$ cat src/rtl/iccm_prog_loader_if.sv
// Byte-stream in / ICCM write-port out bundle for the boot-time program loader.
// master = loader side, slave = byte source and ICCM controller side.
interface iccm_prog_loader_if #(
    parameter int unsigned AW = 12
) ();
    logic [7:0]    rx_byte_i;
    logic          rx_valid_i;
    logic [AW-1:0] iccm_addr_o;
    logic [31:0]   iccm_wdata_o;
    logic          iccm_we_o;
    logic          prog_rst_no;
    logic          overflow_o;
    logic          timeout_o;

    modport master (
        input  rx_byte_i, rx_valid_i,
        output iccm_addr_o, iccm_wdata_o, iccm_we_o, prog_rst_no, overflow_o, timeout_o
    );

    modport slave (
        output rx_byte_i, rx_valid_i,
        input  iccm_addr_o, iccm_wdata_o, iccm_we_o, prog_rst_no, overflow_o, timeout_o
    );
endinterface

$ cat src/rtl/iccm_prog_loader.sv
// Boot loader: assembles little-endian bytes into 32-bit ICCM writes and holds the core in
// reset until END_WORD arrives. Optional inter-byte timeout via `ICCM_PROG_TIMEOUT_EN.
module iccm_prog_loader #(
    parameter int unsigned AW       = 12,
    parameter logic [31:0] END_WORD = 32'h0000_0FFF,
    parameter int unsigned TO_CYC   = 1_000_000
) (
    input  logic               clk_i,
    input  logic               rst_ni,
    iccm_prog_loader_if.master bus
);
    typedef enum logic {LOAD, RUN} state_e;

    localparam logic [AW-1:0] ADDR_MAX = '1;

    state_e        state_q;
    logic [1:0]    cnt_q;
    logic [23:0]   asm_q;
    logic [AW-1:0] addr_q;
    logic [31:0]   wdata_q;
    logic          we_q;
    logic          full_q;
    logic          overflow_q;
    logic [31:0]   word;

    // Bytes 0..2 sit in asm_q; the 4th byte completes the word combinationally.
    assign word = {bus.rx_byte_i, asm_q};

`ifdef ICCM_PROG_TIMEOUT_EN
    logic [31:0] idle_q;
    logic        timeout_q;
    logic        idle_active;

    // we_q covers the cycle of the first write, before addr_q has moved off 0.
    assign idle_active = (state_q == LOAD) && !bus.rx_valid_i &&
                         ((cnt_q != 2'd0) || (addr_q != '0) || we_q || full_q);
`endif

    always_ff @(posedge clk_i or negedge rst_ni) begin
        if (!rst_ni) begin
            state_q    <= LOAD;
            cnt_q      <= 2'd0;
            asm_q      <= '0;
            addr_q     <= '0;
            wdata_q    <= '0;
            we_q       <= 1'b0;
            full_q     <= 1'b0;
            overflow_q <= 1'b0;
`ifdef ICCM_PROG_TIMEOUT_EN
            idle_q     <= '0;
            timeout_q  <= 1'b0;
`endif
        end else begin
            we_q <= 1'b0;

            // Post-write address advance; the last location latches full instead of wrapping.
            if (we_q) begin
                if (addr_q == ADDR_MAX) full_q <= 1'b1;
                else                    addr_q <= addr_q + 1'b1;
            end

            if (bus.rx_valid_i) begin
                cnt_q <= cnt_q + 2'd1;
                asm_q <= {bus.rx_byte_i, asm_q[23:8]};
                if (state_q == RUN) state_q <= LOAD;

                if (cnt_q == 2'd3) begin
                    if (word == END_WORD) begin
                        state_q    <= RUN;
                        addr_q     <= '0;
                        full_q     <= 1'b0;
                        overflow_q <= 1'b0;
`ifdef ICCM_PROG_TIMEOUT_EN
                        timeout_q  <= 1'b0;
`endif
                    end else if (full_q) begin
                        overflow_q <= 1'b1;
                    end else begin
                        we_q    <= 1'b1;
                        wdata_q <= word;
                    end
                end
            end

`ifdef ICCM_PROG_TIMEOUT_EN
            if (idle_active) begin
                if (idle_q == TO_CYC - 1) begin
                    idle_q    <= '0;
                    timeout_q <= 1'b1;
                    cnt_q     <= 2'd0;
                    addr_q    <= '0;
                    full_q    <= 1'b0;
                end else begin
                    idle_q <= idle_q + 32'd1;
                end
            end else begin
                idle_q <= '0;
            end
`endif
        end
    end

    assign bus.iccm_addr_o  = addr_q;
    assign bus.iccm_wdata_o = wdata_q;
    assign bus.iccm_we_o    = we_q;
    assign bus.prog_rst_no  = (state_q == RUN);
    assign bus.overflow_o   = overflow_q;
`ifdef ICCM_PROG_TIMEOUT_EN
    assign bus.timeout_o    = timeout_q;
`else
    assign bus.timeout_o    = 1'b0;
`endif
endmodule
$ cat src/flat_wrapper.sv
// flat-port wrapper written by rule: the top's interface ports become plain ports
module iccm_prog_loader_flat 
#(
    parameter int unsigned AW       = 12,
    parameter logic [31:0] END_WORD = 32'h0000_0FFF,
    parameter int unsigned TO_CYC   = 1_000_000
)
  (clk_i, rst_ni, bus_rx_byte_i, bus_rx_valid_i, bus_iccm_addr_o, bus_iccm_wdata_o, bus_iccm_we_o, bus_prog_rst_no, bus_overflow_o, bus_timeout_o);
  iccm_prog_loader_if #(.AW(AW)) bus_i ();
  input  logic clk_i;
  input  logic rst_ni;
  input wire logic [$bits(bus_i.rx_byte_i)-1:0] bus_rx_byte_i;
  input wire logic [$bits(bus_i.rx_valid_i)-1:0] bus_rx_valid_i;
  output wire logic [$bits(bus_i.iccm_addr_o)-1:0] bus_iccm_addr_o;
  output wire logic [$bits(bus_i.iccm_wdata_o)-1:0] bus_iccm_wdata_o;
  output wire logic [$bits(bus_i.iccm_we_o)-1:0] bus_iccm_we_o;
  output wire logic [$bits(bus_i.prog_rst_no)-1:0] bus_prog_rst_no;
  output wire logic [$bits(bus_i.overflow_o)-1:0] bus_overflow_o;
  output wire logic [$bits(bus_i.timeout_o)-1:0] bus_timeout_o;
  assign bus_i.rx_byte_i = bus_rx_byte_i;
  assign bus_i.rx_valid_i = bus_rx_valid_i;
  assign bus_iccm_addr_o = bus_i.iccm_addr_o;
  assign bus_iccm_wdata_o = bus_i.iccm_wdata_o;
  assign bus_iccm_we_o = bus_i.iccm_we_o;
  assign bus_prog_rst_no = bus_i.prog_rst_no;
  assign bus_overflow_o = bus_i.overflow_o;
  assign bus_timeout_o = bus_i.timeout_o;
  iccm_prog_loader #(.AW(AW), .END_WORD(END_WORD), .TO_CYC(TO_CYC)) u_core (.clk_i(clk_i), .rst_ni(rst_ni), .bus(bus_i));
endmodule
$ cat config.mk
export PLATFORM = sky130hd
export DESIGN_NAME = iccm_prog_loader_flat
export DESIGN_NICKNAME = d
export VERILOG_FILES = /design/src/rtl/iccm_prog_loader_if.sv /design/src/rtl/iccm_prog_loader.sv /design/src/flat_wrapper.sv
export SDC_FILE = /design/constraint.sdc
export NUM_CORES = 1
export LEC_CHECK = 0
export CAP_MARGIN = 20
export CORE_MARGIN = 2
export CORE_UTILIZATION = 56
export CTS_CLUSTER_SIZE = 14
export DETAILED_ROUTE_END_ITERATION = 8
export GPL_TIMING_DRIVEN = 0
export PLACE_DENSITY_LB_ADDON = 0.05
export REMOVE_ABC_BUFFERS = 1
export SLEW_MARGIN = 20
export SYNTH_ARGS = -nofsm -noshare
export SYNTH_HDL_FRONTEND = slang
export SYNTH_SLANG_ARGS = --single-unit
$ cat constraint.sdc
create_clock -name clk_i -period 4.5 [get_ports clk_i]
set_clock_uncertainty 0.1 [all_clocks]
set_input_delay 0.9 -clock clk_i [delete_from_list [all_inputs] [get_ports clk_i]]
set_output_delay 0.9 -clock clk_i [all_outputs]
set_load 0.005 [all_outputs]
### Yosys cells after proc, flatten, opt, wreduce, memory -nomap -nowiden

Cells that the tools add are included.

| storage, ports and cells | value |
|---|---|
| register bits after elaboration | 74 |
| input bits | 11 |
| output and inout bits | 48 |
| logic and storage cells | 36 |

| operators by class | value |
|---|---|
| add/sub/neg operators | 2 |
| eq/ne operators | 3 |
| muxes and demuxes | 18 |
| bitwise gates (word level) | 2 |
| reductions and logical operators | 3 |

Operators by type and width:

| cell | number |
|---|---|
| $mux 12 | 5 |
| $eq 32x12->1 const B | 1 |
| $mux 1 | 13 |
| $add 12x1->12 const B | 1 |
| $eq 12x12->1 const B | 1 |
| $reduce_and 4->1 | 1 |
| $reduce_and 3->1 | 1 |
| $add 2x1->2 const B | 1 |
| $eq 2x2->1 const B | 1 |
| $not 1->1 | 2 |
| $reduce_bool 2->1 | 1 |

### Depth between registers and ports, before layout

| depth | value |
|---|---|
| word-level depth | 6 |
| depth in mapped cells | 6 |
| gate-level depth less buffers | 5 |

### Least setup slack after synthesis

OpenSTA, ideal clock, no wires.

| timing | value |
|---|---|
| path type | input-to-reg |
| start | in bus_rx_byte_i[5] |
| end | reg u_core.wdata_q[10] (netlist: u_core.bus.iccm_wdata_o[10]) |
| library setup time | 125 ps |
| data arrival time | 2420 ps |
| required time | 4275 ps |
| slack | 1855 ps |
| stages on the path | 5 |
| buffers on the path | 1 |
| path through | or4b_1 nor4_4 a211oi_4 buf_8 mux2_4 |

| on the way | value |
|---|---|
| word-level cells in the longest chain between the ends | 3 |

RTL lines:

| what | line | text |
|---|---|---|
| start, declared | flat_wrapper.sv:12 | `input wire logic [$bits(bus_i.rx_byte_i)-1:0] bus_rx_byte_i;` |
| $eq 32x12->1 | iccm_prog_loader.sv:68 | `if (word == END_WORD) begin` |
| $not 1->1 (no line) | n/a |  |
| $reduce_and 4->1 (no line) | n/a |  |
| end signal, assigned | iccm_prog_loader.sv:80 | `wdata_q <= word;` |
| end, declared | iccm_prog_loader.sv:20 | `logic [31:0] wdata_q;` |

No other way between the ends.
A chain may end at the register's enable or synchronous reset.

### Worst setup path in the final report

| timing | value |
|---|---|
| start | in bus_rx_byte_i[5] |
| end | reg u_core.wdata_q[27] (netlist: u_core.bus.iccm_wdata_o[27]) |

The elaborated chain is that of the path after synthesis.

==> metrics <==
status finished, final reports clean; GRT busiest layer met1; fin util 0.7387; wire per inst 16.06 um; Avg Cell Area, Syn 14.40 um2; CTS resizes 0; Die Wd 79.72 um; CP max stage cell or4b_1; Power, Total approximately 1.4 mW; DP Wirelength between 4000 and 5000 um; Seq pwr share 0.532; relative slew slack 0.5694; post-synthesis sequential area ratio 0.5768; CTS buffer count 9; ANT nets after route 0; residual DRC count 0; count of input and output buffers 57; cts hold-fix bufs 0; met2 GRT Util 0.2849; Total GRT Usage 0.2068; worst-path fanout max 10; Final Max Slew Viols 0; fillers approximately 380; die area 6354 um2; Yosys cell types 36; post-layout min period roughly 3000 ps; share of layout cells above drive strength 1 0.2907; DR pass1 iterations 4; Critical Path AT ~3100 ps; Post-synth ARST share 1.000; clock-pin slew on the worst setup and hold paths about 70 ps; CP Cell Sequence clkdlybuf4s50_1 -> or4b_1 -> nor4_4 -> a211oi_4 -> buf_8 -> buf_6 -> mux2_4; crit-path max cell delay 590 ps; final net count a little under 300; Routed WL around 5800 um; htree depth 3; routability cong. ~0.85; Starting Density 0.5830; setup bufs post-CTS 0; number of synthesized flops with an enable pin 0; Max Buffers Root-to-Sink 2; area share of the largest cell type after synthesis 0.5768; Boundary Pins ~60; final setup fails 0; P_int between 1 and 1.5 mW; flops & latches, synth 74; initial antenna violation count 0; Comb pwr share 0.068; Final Hold Fails 0; CP required 4630 ps; met3 Use GR 0.04412; commonest non-fill, non-tap cell in the layout dfrtp_1; critical path startpoint category input pin; CTS Root Cell clkbuf_8; TritonCTS clock tree built; largest area contributor in the netlist dfrtp_1; Clk pwr share 0.401; Pleak 1.817 nW; vias in the first global route a little under 2000; Syn. warnings 0; Psw 0.3144 mW; core area between 5000 and 6000 um2; Power per Cell Area between 300 and 400 nW/um2; leading cell types in the layout, fill and taps excluded dfrtp_1, clkdlybuf4s50_1, mux2_4, mux2_2, nor2_1; Worst VDD drop between 0.2 and 0.3 mV; mapped cell area roughly 3200 um2; Via density between 5 and 6; Slew @ Worst Pin 645.9 ps; RSZ-0062 raised after global routing false; switch share 0.2250; setup TNS 0 ps; Std-Cell Rows 27; die height 79.72 um; category of the most critical setup path input pin to register; final period utilization 0.6621; fmax 0.3356 GHz; clk_lat worst skew 340 ps; total number of vias around 2000; leading post-synthesis cells by cell area dfrtp_1, mux2_4, mux2_2; Synth Instances 223; area grow syn2layout 26.70%; CP Capture Type register; global-route wire length before repair around 10000 um; total gr overflow 0; met1 Use GR 0.3070; Inserted Diodes 0; Max-Cap Viols 0; hold crit path type input pin to asynchronous set/reset pin; pin count of the biggest net entering global routing 56; DRT iter0 DRCs between 150 and 200; CTS sink cnt 74; ys flop type dfrtp_1
cell families (layout without fill, tap and decap cells):
group	Yosys count	count (layout)	synth area share
simple gates	52	52	0.09666
fa+ha+maj	2	2	0.007793
compound gates	19	19	0.04326
flops	74	74	0.5768
mux	59	59	0.2401
other cells	1	1	0.001168
buf+inv	14	80	0.02884
xor+xnor	2	2	0.005457
routing by layer:
metal	wire, um	up-vias
met4	107	0
met3	295	12
met5	0	-
met1	2733	995
li1	-	930
met2	2661	57
synthesized netlist by cell type, drive strengths merged, types with 5 or more instances:
master,number
a21oi,5
buf,6
dfrtp,74
mux2,57
nand2,7
nand4,5
nor2,16
worst max-delay path, delay by kind of cell:
kind / cells / cell delay, ps
and+or+nand+nor: 2 / 950
buffers and inverters: 3 / 780
muxes: 1 / 300
AOI/OAI and AO/OA: 1 / 170
worst paths after layout:
path | start | to | slack [ps] | cells past startpoint
hold reg to reg | u_core.cnt_q[0] | u_core.cnt_q[0] | 370 | 1
max in group asynchronous | rst_ni | u_core.bus.iccm_we_o | 3410 | 2
setup reg to reg | u_core.asm_q[14] | u_core.bus.iccm_wdata_o[27] | 2070 | 6
hold / removal | rst_ni | u_core.bus.iccm_wdata_o[9] | 330 | 1
min in group clk_i | u_core.cnt_q[0] | u_core.cnt_q[0] | 370 | 1
setup / recovery | bus_rx_byte_i[5] | u_core.bus.iccm_wdata_o[27] | 1520 | 7
state kept, by name (all words and copies together), names as in the netlist:
register / flops
u_core.bus.prog_rst_no: 1
u_core.bus.iccm_addr_o: 12
u_core.bus.overflow_o: 1
u_core.full_q: 1
u_core.cnt_q: 2
u_core.asm_q: 24
u_core.bus.iccm_we_o: 1
u_core.bus.iccm_wdata_o: 32
power by group through the flow:
stage	logic [mW]	registers [mW]	clock network, mW
finish	0.0943	0.743	0.560
global route	0.106	0.750	0.597
CTS	0.0971	0.744	0.574
detailed placement	0.0969	0.757	0
global placement	0.0905	0.756	0
floorplan	0.0576	0.743	0
cell type report:
class / instances / area [um2] / share of cell area
clock inverter: 5 / 78.83 / 0.01938
clock buffer: 10 / 137.6 / 0.03384
tap: 72 / 90.09 / 0.02215
timing repair buffer: 61 / 628.1 / 0.1544
inverter: 4 / 15.01 / 0.003691
sequential: 74 / 1852 / 0.4552
multi-input combinational: 135 / 1266 / 0.3113
metrics by stage:
stage,cells,instance area [um2],hold WS (ps),setup slack [ps]
after global placement,342,3794,363.5,-405.1
after global routing,361,4068,329.8,1441
after detailed placement,346,3851,365.1,1173
final,361,4068,331.2,1521
after CTS,361,4068,320.3,1537
after floorplan,213,3133,344.8,1364
Note: power is estimated with default switching activity, not from simulation.
